--- src/rtl/isa_pkg.sv ---
// isa_pkg: instruction-set constants shared by the program loader and the control decoder
package isa_pkg;
   // Field layout of the 16-bit instruction word: opcode [15:12], operand [11:0]
   localparam int OPC_W   = 4;
   localparam int OPR_W   = 12;
   localparam int OPC_LSB = 12;
   localparam int OPR_LSB = 0;

   localparam logic [OPC_W-1:0] OP_RESULT = 4'd0;
   localparam logic [OPC_W-1:0] OP_MOVE   = 4'd1;
   localparam logic [OPC_W-1:0] OP_ADD    = 4'd2;
   localparam logic [OPC_W-1:0] OP_SUB    = 4'd3;
   localparam logic [OPC_W-1:0] OP_JBI    = 4'd4;
   localparam logic [OPC_W-1:0] OP_AND    = 4'd5;
   localparam logic [OPC_W-1:0] OP_OR     = 4'd6;
   localparam logic [OPC_W-1:0] OP_XOR    = 4'd7;
   localparam logic [OPC_W-1:0] OP_SHIFT  = 4'd8;
   localparam logic [OPC_W-1:0] OP_CMP    = 4'd9;
   localparam logic [OPC_W-1:0] OP_BRANCH = 4'd10;
   localparam logic [OPC_W-1:0] OP_LOAD   = 4'd11;
   localparam logic [OPC_W-1:0] OP_STORE  = 4'd12;
   localparam logic [OPC_W-1:0] OP_CALL   = 4'd13;
   localparam logic [OPC_W-1:0] OP_RETURN = 4'd14;
   localparam logic [OPC_W-1:0] OP_BAD    = 4'd15;

   localparam logic [OPR_W-1:0] RES_HALT   = 12'd0;
   localparam logic [OPR_W-1:0] RES_OUT    = 12'd1;
   localparam logic [OPR_W-1:0] RES_ZERO   = 12'd2;
   localparam logic [OPR_W-1:0] RES_CARRY  = 12'd3;
   localparam logic [OPR_W-1:0] RES_BRANCH = 12'd4;

   localparam logic [OPR_W-1:0] JB_INIT = 12'd0;
   localparam logic [OPR_W-1:0] JB_FWD  = 12'd1;
   localparam logic [OPR_W-1:0] JB_BACK = 12'd2;

   localparam logic [OPC_W+OPR_W-1:0] HALT_WORD = {OP_RESULT, RES_HALT};

   typedef enum logic [1:0] {
      ERR_NONE     = 2'd0,
      ERR_ILLEGAL  = 2'd1,
      ERR_OVERFLOW = 2'd2
   } err_e;

   typedef struct packed {
      logic [OPC_W-1:0] opcode;
      logic [OPR_W-1:0] operand;
   } instr_t;

   // A request the decoder would reject: reserved opcode or out-of-range sub-select
   function automatic logic is_illegal(input logic [OPC_W-1:0] opc, input logic [OPR_W-1:0] opr);
      return opc == OP_BAD || (opc == OP_RESULT && opr > RES_BRANCH) || (opc == OP_JBI && opr > JB_BACK);
   endfunction
endpackage

--- src/rtl/sync_fifo.sv ---
// sync_fifo: small synchronous FIFO with flush; push and pop may coincide even when full
module sync_fifo #(
   parameter int WIDTH = 16,
   parameter int DEPTH = 4
) (
   input  logic             clk,
   input  logic             rst_n,
   input  logic             push,
   input  logic             pop,
   input  logic             flush,
   input  logic [WIDTH-1:0] wdata,
   output logic [WIDTH-1:0] rdata,
   output logic             full,
   output logic             empty
);
   localparam int AW = $clog2(DEPTH);

   logic [WIDTH-1:0] mem [DEPTH];
   logic [AW:0]      wp, rp;

   assign empty = wp == rp;
   assign full  = wp[AW] != rp[AW] && wp[AW-1:0] == rp[AW-1:0];
   assign rdata = mem[rp[AW-1:0]];

   // Pointers carry an extra wrap bit so full and empty are distinguishable
   always_ff @(posedge clk or negedge rst_n) begin
      if (!rst_n) begin
         wp <= '0;
         rp <= '0;
      end else if (flush) begin
         wp <= '0;
         rp <= '0;
      end else begin
         if (push) wp <= wp + 1'b1;
         if (pop) rp <= rp + 1'b1;
      end
   end

   // Storage needs no reset; a slot is only read after it has been written
   always_ff @(posedge clk) begin
      if (push && !flush) mem[wp[AW-1:0]] <= wdata;
   end
endmodule

--- src/rtl/imem_program_loader.sv ---
// imem_program_loader: checks, packs and streams instruction requests into instruction memory
module imem_program_loader
   import isa_pkg::*;
#(
   parameter int ADDR_W     = 8,
   parameter int FIFO_DEPTH = 4,
   parameter int INSTR_W    = 16
) (
   input  logic               clk,
   input  logic               rst_n,
   input  logic               start,
   input  logic [ADDR_W-1:0]  base_addr,
   input  logic               in_valid,
   output logic               in_ready,
   input  logic [3:0]         in_opcode,
   input  logic [11:0]        in_operand,
   output logic               imem_we,
   output logic [ADDR_W-1:0]  imem_addr,
   output logic [INSTR_W-1:0] imem_wdata,
   output logic               busy,
   output logic               done,
   output logic               err,
   output logic [1:0]         err_code,
   output logic [ADDR_W:0]    count
);
   localparam logic [1:0] S_IDLE  = 2'd0;
   localparam logic [1:0] S_LOAD  = 2'd1;
   localparam logic [1:0] S_DRAIN = 2'd2;

   logic [1:0]         state;
   logic [ADDR_W-1:0]  wr_addr;
   logic               top_written;
   logic               fifo_full, fifo_empty;
   logic               accept, illegal, is_halt, pending, ovf, push, flush;
   logic [INSTR_W-1:0] head;
   instr_t             req;

   assign req        = '{opcode: in_opcode, operand: in_operand};
   assign busy       = state != S_IDLE;
   assign in_ready   = state == S_LOAD && !fifo_full;
   assign accept     = in_valid && in_ready;
   assign illegal    = is_illegal(in_opcode, in_operand);
   assign is_halt    = req == HALT_WORD;
   // Once the last address has been written, any further pending word is an overflow, never a wrap
   assign pending    = busy && !fifo_empty;
   assign ovf        = pending && top_written;
   assign imem_we    = pending && !top_written;
   assign imem_addr  = wr_addr;
   assign imem_wdata = head;
   assign push       = accept && !illegal && !ovf;
   assign flush      = ovf || (accept && illegal);

   sync_fifo #(.WIDTH(INSTR_W), .DEPTH(FIFO_DEPTH)) u_fifo (
      .clk   (clk),
      .rst_n (rst_n),
      .push  (push),
      .pop   (imem_we),
      .flush (flush),
      .wdata (req),
      .rdata (head),
      .full  (fifo_full),
      .empty (fifo_empty)
   );

   // Load sequencing: overflow beats everything, an illegal request aborts, the halt word ends the load
   always_ff @(posedge clk or negedge rst_n) begin
      if (!rst_n) begin
         state       <= S_IDLE;
         wr_addr     <= '0;
         top_written <= 1'b0;
         count       <= '0;
         done        <= 1'b0;
         err         <= 1'b0;
         err_code    <= ERR_NONE;
      end else begin
         done <= 1'b0;
         if (state == S_IDLE) begin
            if (start) begin
               state       <= S_LOAD;
               wr_addr     <= base_addr;
               top_written <= 1'b0;
               count       <= '0;
               err         <= 1'b0;
               err_code    <= ERR_NONE;
            end
         end else if (ovf) begin
            state    <= S_IDLE;
            err      <= 1'b1;
            err_code <= ERR_OVERFLOW;
         end else begin
            if (imem_we) begin
               wr_addr     <= wr_addr + 1'b1;
               count       <= count + 1'b1;
               top_written <= &wr_addr;
               if (head == HALT_WORD) begin
                  done  <= 1'b1;
                  state <= S_IDLE;
               end
            end
            if (accept && illegal) begin
               state    <= S_IDLE;
               err      <= 1'b1;
               err_code <= ERR_ILLEGAL;
            end else if (accept && is_halt) begin
               state <= S_DRAIN;
            end
         end
      end
   end
endmodule

--- config.mk ---
export PLATFORM = sky130hd
export DESIGN_NAME = imem_program_loader
export DESIGN_NICKNAME = d
export VERILOG_FILES = /design/src/rtl/isa_pkg.sv /design/src/rtl/sync_fifo.sv /design/src/rtl/imem_program_loader.sv
export SDC_FILE = /design/constraint.sdc
export NUM_CORES = 1
export LEC_CHECK = 0
export BUFFER_PORTS_ARGS = -buffer_cell sky130_fd_sc_hd__buf_2
export CAP_MARGIN = 0
export CORE_ASPECT_RATIO = 2
export CORE_MARGIN = 4
export CORE_UTILIZATION = 50
export CTS_CLUSTER_SIZE = 8
export DETAILED_ROUTE_END_ITERATION = 7
export GPL_TIMING_DRIVEN = 0
export PLACE_DENSITY = 0.83
export SLEW_MARGIN = 30
export SYNTH_ARGS = -nofsm -noshare
export SYNTH_HDL_FRONTEND = slang
export SYNTH_SLANG_ARGS = --single-unit
--- constraint.sdc ---
create_clock -name clk -period 2.4 [get_ports clk]
set_input_delay 0.36 -clock clk [delete_from_list [all_inputs] [get_ports clk]]
set_output_delay 0.36 -clock clk [all_outputs]
set_load 0.02 [all_outputs]
## After elaboration in Yosys (flattened, before gate mapping)

Memories as Yosys holds them, arrays and structs flattened.
Cells that the tools add are included.

- Equal/unequal tests: 8
- $add $sub $neg: 4
- Shift operators: 0
- Bitwise logic cells: 0
- $mul: 0
- Muxes and demuxes: 36
- Magnitude comparators: 2
- Reduce and logical (&&, ||, !) cells: 37
- Div/mod/pow operators: 0

Operators with widths:

| kind | count |
|---|---|
| two-way mux 9 bit | 4 |
| logical NOT 16 bit | 2 |
| two-way mux 8 bit | 4 |
| two-way mux 2 bit | 11 |
| logical AND 1 bit | 13 |
| two-way mux 1 bit | 13 |
| greater-than comparator 12 x 2 -> 1 bit (second input constant) | 1 |
| greater-than comparator 12 x 3 -> 1 bit (second input constant) | 1 |
| two-way mux 3 bit | 4 |
| nonzero test 5 bit | 2 |
| adder 9 x 1 -> 9 bit (second input constant) | 1 |
| adder 8 x 1 -> 8 bit (second input constant) | 1 |
| AND reduction 8 bit | 1 |
| nonzero test 2 bit | 4 |
| adder 3 x 1 -> 3 bit (second input constant) | 2 |
| logical NOT 1 bit | 6 |
| AND reduction 3 bit | 2 |
| == test 4 x 3 -> 1 bit (second input constant) | 1 |
| == test 4 bit (second input constant) | 1 |
| logical NOT 4 bit | 1 |
| == test 3 bit | 1 |
| logical OR 1 bit | 3 |
| nonzero test 3 bit | 1 |
| == test 2 x 1 -> 1 bit (second input constant) | 1 |
| 6 further kinds | 6 |

- Bits in latches: 0
- Flip-flop bits (word level): 30
- Logic and storage cells: 97
- Output and inout bits: 40
- Memories kept: 1
- RAM bits: 64
- Bits in read-only memories: 0

Memories:

| name | words | bits a word | read ports | clocked after Yosys merged registers in | wr ports | line | RTL |
|---|---|---|---|---|---|---|---|
| u_fifo.mem | 4 | 16 | 1 | 0 | 1 | sync_fifo.sv:18 | `logic [WIDTH-1:0] mem [DEPTH];` |

## Longest topological paths before layout

- Depth after elaboration: 11
- Gate-level depth with buffers: 9
- Depth with buffers taken out: 8

## Hierarchy

Synthesis repeated with hierarchy kept, for this count alone.

- Cells, all modules: 283
- Area, all modules: 4234.1 sq um

Modules (own cells, without submodules):

| module | area an instance (sq um) | times used | cells an instance |
|---|---|---|---|
| sync_fifo | 2741.4 | 1 | 121 |
| imem_program_loader | 1492.7 | 1 | 162 |

## Worst setup path before layout

OpenSTA, ideal clock, no wires.

- Kind: input-to-reg
- Start point: input port in_operand[6]
- End point: memory u_fifo.mem[0][0] (enable)
- Stages: 6
- Data arrival time: 2.367 ns
- Path buffers: 0
- Slack: -0.356 ns
- Path through: or4_1 nor4_2 a21o_1 and2_1 nand3_1 nor2_1

- Longest elaborated chain between the ends: 10

Ends and longest elaborated chain:

| item | line | RTL |
|---|---|---|
| start: declaration | imem_program_loader.sv:16 | `input logic [11:0] in_operand,` |
| greater-than comparator 12 x 3 -> 1 bit | isa_pkg.sv:51 | `return opc == OP_BAD \|\| (opc == OP_RESULT && opr > RES_BRANCH) \|\| (opc == OP_JBI && opr > JB_BACK);` |
| logical AND 1 bit | isa_pkg.sv:51 |  |
| logical OR 1 bit | isa_pkg.sv:51 |  |
| logical OR 1 bit * | isa_pkg.sv:51 |  |
| logical NOT 1 bit or logical AND 1 bit (tied branches) | imem_program_loader.sv:50, imem_program_loader.sv:51 |  |
| logical AND 1 bit or logical OR 1 bit (tied branches) | imem_program_loader.sv:50, imem_program_loader.sv:51 |  |
| logical AND 1 bit or logical NOT 1 bit (tied branches) | imem_program_loader.sv:50, sync_fifo.sv:41 |  |
| logical AND 1 bit * | sync_fifo.sv:41 | `if (push && !flush) mem[wp[AW-1:0]] <= wdata;` |
| two-way mux 1 bit * | sync_fifo.sv:41 |  |
| two-way mux 1 bit (not written as such) * | sync_fifo.sv:41 |  |
| end: declaration | sync_fifo.sv:18 |  |

Mark *: on every way between the ends. The rest lies on a longest branch, timed or not.

## Final worst setup path

- Start point: register u_fifo.rp[0]
- End point: register state[0]

- Longest elaborated chain between the ends: 10

Ends and longest elaborated chain:

| item | line | RTL |
|---|---|---|
| start: declaration | sync_fifo.sv:19 | `logic [AW:0] wp, rp;` |
| start signal: assignment | sync_fifo.sv:35 | `if (pop) rp <= rp + 1'b1;` |
| == test 2 bit | sync_fifo.sv:22 | `assign full = wp[AW] != rp[AW] && wp[AW-1:0] == rp[AW-1:0];` |
| logical AND 1 bit | sync_fifo.sv:22 |  |
| logical NOT 1 bit | imem_program_loader.sv:40 | `assign in_ready = state == S_LOAD && !fifo_full;` |
| logical AND 1 bit | imem_program_loader.sv:40 |  |
| logical AND 1 bit | imem_program_loader.sv:41 | `assign accept = in_valid && in_ready;` |
| logical AND 1 bit | imem_program_loader.sv:104 | `end else if (accept && is_halt) begin` |
| two-way mux 2 bit | imem_program_loader.sv:104 |  |
| two-way mux 2 bit | imem_program_loader.sv:100 | `if (accept && illegal) begin` |
| two-way mux 2 bit | imem_program_loader.sv:86 | `end else if (ovf) begin` |
| two-way mux 2 bit | imem_program_loader.sv:77 | `if (state == S_IDLE) begin` |
| end signal: assignment | imem_program_loader.sv:87 | `state <= S_IDLE;` |
| end signal: assignment | imem_program_loader.sv:101 | `state <= S_IDLE;` |
| end signal: assignment | imem_program_loader.sv:105 | `state <= S_DRAIN;` |
| end: declaration | imem_program_loader.sv:30 | `logic [1:0] state;` |

Parallel ways exist; a longest one is shown, timed or not.
A chain may end at the register's enable or synchronous reset.

==> impl_metrics.toml <==
[power_and_ir_drop]
powerDensity_nw_per_um2 = 1340
ir_drop_v = 0.000831
total_power_w = 0.00672
intPower_w = 0.00407
leakage_nw = 1.95
p_clk_frac = 0.203
comb_power_share = 0.444
swShare = 0.394
p_seq_frac = 0.353
switchingPower_w = 0.00264

[critical_path]
reg2reg_depth = 8
end_kind = "register"
critPathRequiredTime_ns = 2.61
r2r-start = "u_fifo.rp[0]$_DFFE_PN0P_"
path_class = "register to register"
cp.arrival_ns = 2.48
critPathCapture = "state[0]$_DFFE_PN0P_"
critPathLaunchType = "register"
r2r_slack_ns = 0.13
r2r_end = "state[0]$_DFFE_PN0P_"
crit_fanout = 10
critical_path.startpoint = "u_fifo.rp[0]$_DFFE_PN0P_"

[clock_network]
cts_tree = "built"
hold_buffers = 0
clockBufferDepth = 2
root_buffer = "clkbuf_16"
h-tree-depth = 3
path_clk_slew_ns = 0.06
clock_latency_ns = 0.34
clock_sinks = 94
numCtsBuffers = 9

[detailed_routing]
drt-total-wl_um = 8730
dr.pass1.iters = 5
via_count = 2678
wire_per_inst_um = 18.8
vias_per_cell = 5.76
drc = 0
first_iter_violations = 100
antenna_left = 0

[sta]
fin_crit_sh = 0.948
min_period_ns = 2.27
fin_hold_ws_ns = 0.0527
slew_headroom = 0.553
fmax_mhz = 440
rsz0062_at_grt = "no"
setup_viol_count_final = 0
slew_violations = 0
skew_ns = 0.00503
hold_viol_final = 0
worstMarginPinSlew_ns = 0.670

[yosys]
synthTopCellsByCount = "edfxtp_1 (64), dfrtp_1 (30), nor2_1 (22), nand2_1 (21), a21oi_1 (15)"
async_flop_share = 0.319
synthDistinctLibCells = 51
synth_top_area_share = 0.466
synth-seq-cells = 94
netlist_area_um2 = 4120
syn_area_per_cell_um2 = 14.6
synthesis.nets = 317
synth_edf_count = 64
synthFlopType = "edfxtp_1"
yosysTopAreaCell = "edfxtp_1"
netlist_instances = 282
synth_most_common_cell = "edfxtp_1"
synth_warnings = 0
yosysSeqAreaShare = 0.648
synthTopCellsByArea = "edfxtp_1 (47%), dfrtp_1 (18%), mux4_2 (4.9%), mux4_1 (4.5%), ha_1 (2.1%)"

[floorplan]
die_w_um = 72.2
fp.dieH_um = 136
core-area_um2 = 8000
die-area_um2 = 9850
top_level_ports = 68
rows = 46
initial_core_util = 0.515

[grt]
grt_pass1_vias = 2771
antenna_found_initial = 0
grt_pass1_wl_um = 14100
grt_max_degree = 31
grt_use_total = 0.190
grt_overflow = 0

[layout]
drive_gt1_frac = 0.331
n_fill_cell = 574
syn2layout_area_growth_pct = 22.0
register_area_um2 = 2670
multi_input_area_um2 = 1420
diodes = 0
final_cells = 465
final_nets = 400

[placed_design]
place.port_buffers = 67
dpl.cell_count = 445
dp_hpwl_um = 6240
place.gp.congestion = 0.930

[worst_hold_path]
hp-class = "input port to async pin"

[run_status]
status = "finished clean"

[run]
max_cap_violations = 0
==> power by group through the flow <==
stage / Sequential, W / Clock, W / Combinational [W]
6_report: 0.00237 / 0.00136 / 0.00299
5_1_grt: 0.00241 / 0.00145 / 0.00324
4_1_cts: 0.00237 / 0.00138 / 0.00299
3_5_place_dp: 0.00240 / 0 / 0.00288
3_3_place_gp: 0.00237 / 0 / 0.00280
2_1_floorplan: 0.00249 / 0 / 0.00194
==> critical path: stages (launching register included) <==
cell	delay, ns
dfrtp_1	0.36
buf_6	0.18
buf_12	0.17
mux4_2	0.53
nor4_2	0.37
and4_4	0.29
o21ai_1	0.06
nand4b_1	0.12
nand2_1	0.06
==> placed cells by master (no fill, tap or decap), types with 3 or more instances in the layout <==
| cell | synthesis | final |
|---|---|---|
| buf_2 | 3 | 69 |
| edfxtp_1 | 64 | 64 |
| dfrtp_1 | 30 | 30 |
| nand2_1 | 21 | 21 |
| nor2_1 | 22 | 18 |
| a21oi_1 | 15 | 15 |
| inv_1 | 9 | 9 |
| mux4_2 | 9 | 9 |
| o21ai_1 | 9 | 9 |
| clkbuf_16 | 0 | 9 |
| mux4_1 | 7 | 7 |
| nor3_1 | 7 | 7 |
| nand3_1 | 8 | 7 |
| ha_1 | 7 | 7 |
| and2_1 | 6 | 6 |
| buf_12 | 1 | 5 |
| xnor2_1 | 5 | 5 |
| o21ai_0 | 5 | 5 |
| nand4_1 | 4 | 4 |
| nor2_4 | 0 | 4 |
| xor2_1 | 3 | 3 |
| buf_4 | 1 | 3 |
| nand2b_1 | 3 | 3 |
| or3_1 | 3 | 3 |
==> metal layers <==
layer	vias up	GRT usage	part of all wire
met5	-	0	0
met4	0	0.0607	0.011
met3	9	0.0377	0.060
met2	92	0.342	0.55
met1	1329	0.221	0.38
li1	1248	-	-
==> per-stage QoR <==
| stage | area, um^2 | setup slack, ns | utilization | setup TNS (ns) |
|---|---|---|---|---|
| after floorplan | 4170 | 0.0445 | - | 0 |
| after global placement | 4620 | -0.481 | 0.578 | -29.37 |
| after detailed placement | 4620 | -0.499 | 0.578 | -30.19 |
| after CTS | 5000 | 0.00839 | 0.625 | 0 |
| after global routing | 5030 | 0.00956 | 0.629 | 0 |
| final | 5030 | 0.126 | 0.629 | 0 |
==> how the worst min path moves through the flow <==
stage,endpoint,slack (ns),from
floorplan,count[0]$_DFFE_PN0P_,0.06,rst_n
global placement,imem_addr[3]$_DFFE_PN0P_,0.42,rst_n
finish,imem_addr[3]$_DFFE_PN0P_,0.05,rst_n
global route,imem_addr[3]$_DFFE_PN0P_,0.11,rst_n
detailed placement,imem_addr[3]$_DFFE_PN0P_,0.43,rst_n
CTS,imem_addr[3]$_DFFE_PN0P_,0.07,rst_n
==> kinds of logic after synthesis <==
| group | count (synthesis) | synth area share |
|---|---|---|
| flops | 94 | 0.648 |
| mux | 17 | 0.0965 |
| compound gates | 45 | 0.0701 |
| fa+ha+maj | 7 | 0.0212 |
| xor+xnor | 10 | 0.0249 |
| simple gates | 91 | 0.115 |
| buf+inv | 18 | 0.0240 |
==> area by class of cell <==
class | count | area share
flip-flops and latches | 94 | 0.531
multi-input cells | 170 | 0.283
repair buffers | 72 | 0.0841
clock buffers | 9 | 0.0448
well taps | 96 | 0.0239
clock inverters | 6 | 0.0127
plain buffers | 7 | 0.0119
inverters | 11 | 0.00821
==> registers in the layout (all words and copies together) (netlist names) <==
register / count
state: 2
top_written: 1
err_code: 2
err: 1
u_fifo.rp: 3
imem_addr: 8
u_fifo.mem: 64
done: 1
u_fifo.wp: 3
count: 9
==> what timing repair did <==
action | in CTS | in global routing
cloned | 0 | 0
buffers inserted | 5 | 0
resized for setup | 1 | 7
setup endpoints to repair | 65 | 46
pin swaps | 3 | 0
(Power assumes the default switching activity.)
